[config.mk]
export PLATFORM = sky130hd
export DESIGN_NAME = rhd_seq_ctrl
export DESIGN_NICKNAME = d
export VERILOG_FILES = /design/src/rtl/rhd_seq_ctrl.sv
export SDC_FILE = /design/constraint.sdc
export NUM_CORES = 1
export LEC_CHECK = 0
export ABC_CLOCK_PERIOD_IN_PS = 2300
export BUFFER_PORTS_ARGS = -buffer_cell sky130_fd_sc_hd__buf_2
export CORE_MARGIN = 4
export CORE_UTILIZATION = 58
export CTS_BUF_LIST = sky130_fd_sc_hd__clkbuf_8 sky130_fd_sc_hd__clkbuf_16
export CTS_CLUSTER_SIZE = 8
export DETAILED_ROUTE_END_ITERATION = 6
export GPL_ROUTABILITY_DRIVEN = 0
export PLACE_DENSITY = 0.78
export SETUP_SLACK_MARGIN = 0.3
export SLEW_MARGIN = 15
export SYNTH_ARGS = -nofsm -noshare
export SYNTH_HDL_FRONTEND = slang
export SYNTH_SLANG_ARGS = --single-unit
[constraint.sdc]
create_clock -name clk -period 2.3 [get_ports clk]
set_clock_uncertainty 0.05 [all_clocks]
set_input_delay 0.345 -clock clk [delete_from_list [all_inputs] [get_ports clk]]
set_output_delay 0.345 -clock clk [all_outputs]
set_load 0.01 [all_outputs]
[src/rtl/rhd_seq_ctrl.sv]
// Sequencer for an RHD-style amplifier chip: power-up wait, register init, calibration,
// then repeating SPI convert frames whose returned ADC words are presented as a sample stream.
module rhd_seq_ctrl #(
   parameter int NUM_CH    = 32,
   parameter int SCK_DIV   = 2,
   parameter int CS_GAP    = 4,
   parameter int PWRUP_CYC = 2000,
   parameter int N_INIT    = 18
) (
   input  logic        clk,
   input  logic        rst,
   input  logic        start,
   input  logic        stop,
   input  logic        mode,
   output logic [5:0]  init_idx,
   input  logic [15:0] init_word,
   output logic        rhd_cs,
   output logic        rhd_sck,
   output logic        rhd_mosi,
   input  logic        rhd_miso,
   output logic        init_done,
   output logic        busy,
   output logic [15:0] smp_data,
   output logic [4:0]  smp_ch,
   output logic        smp_valid,
   output logic        frame_start
);

   localparam int DIV_W = (SCK_DIV > 1) ? $clog2(SCK_DIV) : 1;
   localparam int GAP_W = (CS_GAP > 1) ? $clog2(CS_GAP) : 1;
   localparam int PWR_W = (PWRUP_CYC > 1) ? $clog2(PWRUP_CYC) : 1;

   localparam logic [DIV_W-1:0] DIV_LAST   = DIV_W'(SCK_DIV - 1);
   localparam logic [GAP_W-1:0] GAP_LAST   = GAP_W'(CS_GAP - 1);
   localparam logic [PWR_W-1:0] PWR_LAST   = PWR_W'(PWRUP_CYC - 1);
   localparam logic [5:0]       INIT_LAST  = 6'(N_INIT - 1);
   localparam logic [5:0]       FRAME_LAST = 6'(NUM_CH + 1);
   localparam logic [5:0]       CAL_LAST   = 6'd9;
   localparam logic [15:0]      CMD_CAL    = 16'h5500;
   localparam logic [15:0]      CMD_DUMMY  = 16'hFF00;

   typedef enum logic [2:0] {
      IDLE,
      PWRUP,
      INIT,
      CAL,
      SAMPLE
   } state_t;

   state_t           state;
   logic [DIV_W-1:0] div_cnt;
   logic [3:0]       bit_cnt;
   logic [GAP_W-1:0] gap_cnt;
   logic [PWR_W-1:0] pwr_cnt;
   logic [5:0]       word_cnt;
   logic [15:0]      tx_sh;
   logic [15:0]      rx_sh;
   logic             stop_seen;
   logic             mode_r;
   logic             smp_pend;
   logic             smp_pend_ch0;

   logic [15:0]      tx_word;
   logic             launch;
   logic             word_end;

   always_comb begin
      tx_word = CMD_DUMMY;
      case (state)
         PWRUP, INIT: tx_word = init_word;
         CAL:         tx_word = (word_cnt == 6'd0) ? CMD_CAL : CMD_DUMMY;
         SAMPLE:      tx_word = (word_cnt < 6'(NUM_CH)) ? {2'b00, word_cnt, 8'h00} : CMD_DUMMY;
         default:     tx_word = CMD_DUMMY;
      endcase
   end

   // The first init word is launched on the same edge that leaves PWRUP, so CS stays
   // high for exactly PWRUP_CYC cycles after start; later words wait out the CS gap.
   always_comb begin
      launch = 1'b0;
      if (state == PWRUP)
         launch = (pwr_cnt == PWR_LAST);
      else if (state == INIT || state == CAL || state == SAMPLE)
         launch = rhd_cs && (gap_cnt == GAP_LAST);
   end

   assign word_end = !rhd_cs && rhd_sck && (div_cnt == DIV_LAST) && (bit_cnt == 4'd15);

   always_ff @(posedge clk) begin
      if (rst) begin
         state        <= IDLE;
         rhd_cs       <= 1'b1;
         rhd_sck      <= 1'b0;
         rhd_mosi     <= 1'b0;
         init_done    <= 1'b0;
         busy         <= 1'b0;
         smp_valid    <= 1'b0;
         frame_start  <= 1'b0;
         smp_data     <= 16'h0000;
         smp_ch       <= 5'd0;
         init_idx     <= 6'd0;
         div_cnt      <= '0;
         bit_cnt      <= 4'd0;
         gap_cnt      <= '0;
         pwr_cnt      <= '0;
         word_cnt     <= 6'd0;
         tx_sh        <= 16'h0000;
         rx_sh        <= 16'h0000;
         stop_seen    <= 1'b0;
         mode_r       <= 1'b0;
         smp_pend     <= 1'b0;
         smp_pend_ch0 <= 1'b0;
      end else begin
         smp_valid   <= smp_pend;
         frame_start <= smp_pend && smp_pend_ch0;
         smp_pend    <= 1'b0;

         if (state == SAMPLE && stop)
            stop_seen <= 1'b1;

         // SPI word engine: SCK low half then high half; MOSI moves at the start of the low half
         if (launch) begin
            rhd_cs   <= 1'b0;
            rhd_sck  <= 1'b0;
            rhd_mosi <= tx_word[15];
            tx_sh    <= {tx_word[14:0], 1'b0};
            div_cnt  <= '0;
            bit_cnt  <= 4'd0;
         end else if (!rhd_cs) begin
            if (div_cnt == DIV_LAST) begin
               div_cnt <= '0;
               if (!rhd_sck) begin
                  rhd_sck <= 1'b1;
                  rx_sh   <= {rx_sh[14:0], rhd_miso};
               end else begin
                  rhd_sck <= 1'b0;
                  if (bit_cnt == 4'd15) begin
                     rhd_cs   <= 1'b1;
                     rhd_mosi <= 1'b0;
                     gap_cnt  <= '0;
                  end else begin
                     bit_cnt  <= bit_cnt + 4'd1;
                     rhd_mosi <= tx_sh[15];
                     tx_sh    <= {tx_sh[14:0], 1'b0};
                  end
               end
            end else begin
               div_cnt <= div_cnt + DIV_W'(1);
            end
         end else if (gap_cnt != GAP_LAST) begin
            gap_cnt <= gap_cnt + GAP_W'(1);
         end

         case (state)
            IDLE: begin
               if (start) begin
                  mode_r    <= mode;
                  busy      <= 1'b1;
                  stop_seen <= 1'b0;
                  gap_cnt   <= '0;
                  word_cnt  <= 6'd0;
                  pwr_cnt   <= '0;
                  state     <= init_done ? SAMPLE : PWRUP;
               end
            end
            PWRUP: begin
               if (pwr_cnt == PWR_LAST)
                  state <= INIT;
               else
                  pwr_cnt <= pwr_cnt + PWR_W'(1);
            end
            INIT: begin
               if (word_end) begin
                  if (init_idx == INIT_LAST) begin
                     state    <= CAL;
                     word_cnt <= 6'd0;
                  end else begin
                     init_idx <= init_idx + 6'd1;
                  end
               end
            end
            CAL: begin
               if (word_end) begin
                  if (word_cnt == CAL_LAST) begin
                     init_done <= 1'b1;
                     state     <= SAMPLE;
                     word_cnt  <= 6'd0;
                     stop_seen <= 1'b0;
                  end else begin
                     word_cnt <= word_cnt + 6'd1;
                  end
               end
            end
            SAMPLE: begin
               if (word_end) begin
                  // The reply to CONVERT(c) arrives two words later, so words 0 and 1 carry nothing new
                  if (word_cnt >= 6'd2) begin
                     smp_pend     <= 1'b1;
                     smp_pend_ch0 <= (word_cnt == 6'd2);
                     smp_data     <= rx_sh;
                     smp_ch       <= 5'(word_cnt - 6'd2);
                  end
                  if (word_cnt == FRAME_LAST) begin
                     word_cnt <= 6'd0;
                     if (stop_seen || stop || mode_r) begin
                        state <= IDLE;
                        busy  <= 1'b0;
                     end else begin
                        stop_seen <= 1'b0;
                     end
                  end else begin
                     word_cnt <= word_cnt + 6'd1;
                  end
               end
            end
            default: begin
               state <= IDLE;
               busy  <= 1'b0;
            end
         endcase
      end
   end

endmodule

* Yosys cells after proc, flatten, opt, wreduce, memory -nomap -nowiden
Cells that the tools add are included.
Word-level totals: flip-flop bits (word level) 96, input bits 22, output and inout port bits 34, word-level logic and storage cells 163
Operators by class: add/sub/neg operators 7, $lt $le $gt $ge 2, equal/unequal tests 24, mux-type cells 66, bitwise logic cells 8, reductions and logical operators 34
Operator list (number):
- $mux W16 | 7
- $pmux W16 S3 | 1
- $mux W6 | 7
- $mux W3 | 10
- $mux W1 | 26
- $pmux W6 S4 | 1
- $mux W11 | 2
- $pmux W11 S2 | 1
- $mux W2 | 8
- $pmux W3 S5 | 1
- $reduce_and A3 Y1 | 5
- $ne A2 B2 Y1 const B | 7
- $add A6 B1 Y6 const B | 2
- $ne A2 B1 Y1 const B | 6
- $reduce_and A4 Y1 | 3
- $add A11 B1 Y11 const B | 1
- $eq A11 B11 Y1 const B | 1
- $reduce_and A9 Y1 | 1
- $not A1 Y1 | 8
- $eq A3 B2 Y1 const B | 2
- $eq A6 B2 Y1 const B | 1
- $eq A6 B4 Y1 const B | 1
- $eq A6 B5 Y1 const B | 1
- $eq A6 B6 Y1 const B | 1
- other kinds (23) | 37

* Longest topological paths before layout
depth after elaboration 8, mapped depth 8, depth with buffers taken out 7

* Least setup slack after synthesis
OpenSTA, ideal clock, no wires.
path type register -> register, start register pwr_cnt[0], end register rx_sh[6], library setup time 0.135 ns, data arrival time 1.603 ns, required time 2.115 ns, setup slack 0.512 ns, stages on the path, launching flop included 9, path buffers 2, period minus slack after synthesis 1.788 ns, path through dfxtp_1 ha_1 and4bb_2 nand4_2 and4_1 clkbuf_2 buf_2 nand2_1 a21oi_1
On the way: word-level cells in the longest chain between the ends 4
RTL lines:
- start, declared | RTL line 54 | logic [PWR_W-1:0] pwr_cnt;
- start signal, assigned | RTL line 170 | pwr_cnt <= pwr_cnt + PWR_W'(1);
- $eq A11 B11 Y1 | RTL line 82 | launch = (pwr_cnt == PWR_LAST);
- $mux W1 | RTL line 81 | if (state == PWRUP)
- $not A1 Y1 (no line)
- $reduce_and A4 Y1 (no line)
- end signal, assigned | RTL line 134 | rx_sh <= {rx_sh[14:0], rhd_miso};
- end, declared | RTL line 57 | logic [15:0] rx_sh;
No other way between the ends. A chain may end at the register's enable or synchronous reset.

* Worst setup path after layout
start register pwr_cnt[0], end register tx_sh[7]
On the way: word-level cells in the longest chain between the ends 4, elaborated cells between the ends (all ways) 8, classes of those cells eq/ne: 3; mux: 2; reduce/logical: 3
RTL lines:
- $eq A11 B11 Y1 (*) | RTL line 82
- $mux W1 (*) | RTL line 81
- $ne A2 B2 Y1 (no line), or another cell as far along
- $reduce_and A4 Y1 (no line)
- end signal, assigned | RTL line 126 | tx_sh <= {tx_word[14:0], 1'b0};
- end signal, assigned | RTL line 144 | tx_sh <= {tx_sh[14:0], 1'b0};
- end, declared | RTL line 56 | logic [15:0] tx_sh;
Every way passes the cells marked *; elsewhere a longest branch is shown, timed or not.

==> metrics.md <==
| Metric | Value |
|---|---|
| Power per cell area | 722 nW/um2 |
| Synth area leaders | dfxtp_1 43%, nand2_1 6.2%, a21oi_1 4.6% |
| RSZ-0062 raised after global routing | true |
| Crit path launch type | flop |
| Post-DP Area | 4900 um2 |
| First-pass GRT wire length | 16,600 um |
| Post-route cell area | 5260 um2 |
| Detailed placement HPWL | 6960 um |
| Core Util, Final | 71.0% |
| PortBufs | 55 |
| N_diodes | 0 |
| Post-synth top area share | 42.6% |
| Fin cells | 680 |
| Die Ht | 96.2 um |
| Root buf cell | clkbuf_8 |
| Worst-margin pin slew | 0.566 ns |
| GRT busiest layer | met2 |
| Io pins | 56 |
| DRT iter0 DRCs | 279 |
| H-Tree Depth | 3 |
| CP Class | reg -> reg |
| Remaining global-route overflow | 0 |
| Syn Area/Cell | 8.87 um2 |
| CP Max Fanout | 7 |
| Synth area leader | dfxtp_1 |
| WL/cell | 15.1 um |
| Gr usage total | 22.5% |
| Initial antenna violation count | 0 |
| Sequential area share after synthesis | 42.6% |
| Final count of pins violating max slew | 0 |
| Count of different cell masters after synthesis | 68 |
| Post-synth ARST share | 0% |
| Peak VDD IR | 0.665 mV |
| Routed via count | 3,913 |
| Placed Instances | 655 |
| Largest net degree at the start of global routing | 42 |
| Crit. End Element | flop |
| CTS Buf Count | 9 |
| Commonest non-fill, non-tap cell in the layout | dfxtp_1 |
| # DRC | 0 |
| Hold-fix buffers, CTS | 0 |
| FP Rows | 31 |
| Global routing usage on met3 | 5.08% |
| # setup viols final | 0 |
| Routed Antenna Nets | 0 |
| Detailed Routing Iterations Pass 1 | 5 |
| Synthesized cell area | 4510 um2 |
| Met1 capacity usage during global routing | 30.0% |
| GRT met2 Usage | 37.0% |
| Worst min path class | in -> reg |
| Yosys warns | 0 |
| Drt total wl | 10,300 um |
| Yosys reg bits | 96 |
| Clock insertion delay at the later pin of the skew report | 0.36 ns |
| Clk buf depth | 2 |
| Ys flop type | dfxtp_1 |
| Clk slew on worst S/H paths | 0.09 ns |
| Vias in the first global route | 3,548 |
| Via density | 5.75 |
| Die X | 96.2 um |
| Most frequent cells in the layout | 90 x dfxtp_1, 74 x nand2_1, 55 x buf_2 |
| Total die area | 9250 um2 |
| Number of nets in the layout | 608 |
| TNS Setup | 0 ns |
| Area Growth Syn to Fin | 16.6% |
| Syn Inst Count | 508 |
| Tcrit/Tclk final | 84.3% |
| Rel. slew slack | 62.1% |
| Hold Vio Cnt, Final | 0 |
| Critical Path RT | 2.52 ns |
| Post-Syn Nets | 540 |
| Upper clock frequency limit | 0.515 GHz |
| LEAKAGE | 0.00198 uW |
| Clk sink count | 96 |
| CTS tree | done |
| CP arrival | 2.16 ns |
| Proportion of layout cells with a drive suffix above 1 | 24.1% |
| Number of enable flip-flop cells after synthesis | 0 |
| Core ar. | 7410 um2 |
| Initial core utilization | 60.9% |
| Max Cap Viol | 0 |
| Final min period | 1.94 ns |
| Status | finished, final reports clean |
-- stage by stage --
step           setup WS [ns]  total power, uW  hold WS (ns)
6_report               0.360             3790         0.168
5_1_grt                0.246             3970         0.167
4_1_cts                0.308             3760         0.154
3_5_place_dp           0.225             2660         0.392
3_3_place_gp           0.268             2630         0.390
2_1_floorplan          0.512             2510         0.373
-- cells by family (layout without fill, tap and decap cells) --
kind of cell / Yosys count / after routing / share of synthesized area (%)
buffers and inverters: 46 / 119 / 5.50
multiplexers: 20 / 20 / 4.44
flip-flops: 96 / 96 / 42.6
AND/OR/NAND/NOR: 205 / 205 / 23.6
AO/OA/AOI/OAI: 113 / 113 / 17.6
XOR/XNOR: 18 / 18 / 3.50
adder cells (fa/ha/maj): 10 / 10 / 2.78
-- cells in the mapped netlist (all sizes together), types with 3 or more instances --
master / n
nand4: 8
a31oi: 4
a211oi: 7
nor4b: 3
a311oi: 8
nand2: 74
nand3: 11
a221oi: 7
mux2i: 20
o32ai: 4
and2: 6
o21ai: 17
o211ai: 3
and4: 5
nand2b: 6
a21oi: 42
xor2: 12
nor3: 11
buf: 13
o2111ai: 3
nor2: 53
inv: 18
dfxtp: 96
ha: 10
clkbuf: 15
nor2b: 5
or3: 5
xnor2: 6
nand3b: 4
-- final timing paths --
check	from	endpoint	slack [ns]	cells past startpoint
hold / removal	rhd_miso	rx_sh[0]	0.17	3
hold reg to reg	tx_sh[2]	tx_sh[2]	0.41	2
setup reg to reg	pwr_cnt[0]	tx_sh[7]	0.36	7
setup / recovery	pwr_cnt[0]	tx_sh[7]	0.36	7
-- where the power goes --
part / internal [uW] / total (uW) / switching [uW] / leakage (uW)
Sequential: 1740 / 1840 / 100 / 0.000777
Combinational: 362 / 867 / 505 / 0.00110
Clock: 503 / 1090 / 588 / 0.0000994
-- layer usage --
| layer | vias to the layer above | share of wire, % |
|---|---|---|
| met5 | - | 0 |
| met4 | 0 | 0.70 |
| met3 | 8 | 5.8 |
| met2 | 127 | 48 |
| met1 | 1845 | 45 |
| li1 | 1933 | - |
-- state kept, by name, indices dropped and copies added (netlist names), 2 cells and up --
| signal | cells |
|---|---|
| state | 3 |
| init_idx | 6 |
| gap_cnt | 2 |
| rx_sh | 16 |
| bit_cnt | 4 |
| word_cnt | 6 |
| pwr_cnt | 11 |
| smp_data | 16 |
| smp_ch | 5 |
| tx_sh | 15 |
-- worst max-delay path, cell delays in order (launching register included) --
cell and delay [ns]:
dfxtp_2 0.36, ha_2 0.21, and4bb_2 0.26, nand4_2 0.15, buf_6 0.18, o21ai_1 0.17, nor2_2 0.16, a221oi_1 0.30
-- final cells by class --
type,count,area [um2]
inverters,18,67.6
fillers,594,2150
clock inverters,7,70.1
clock buffers,9,124
multi-input cells,366,2400
well taps,99,124
flip-flops and latches,96,1930
repair buffers,85,534
-- timing repair --
item,in CTS,in global routing
resized for setup,4,18
gates cloned,0,1
buffers inserted,0,8
endpoints found under the setup margin,29,46
pin swaps,1,4
Power figures use the tool's default switching activity.
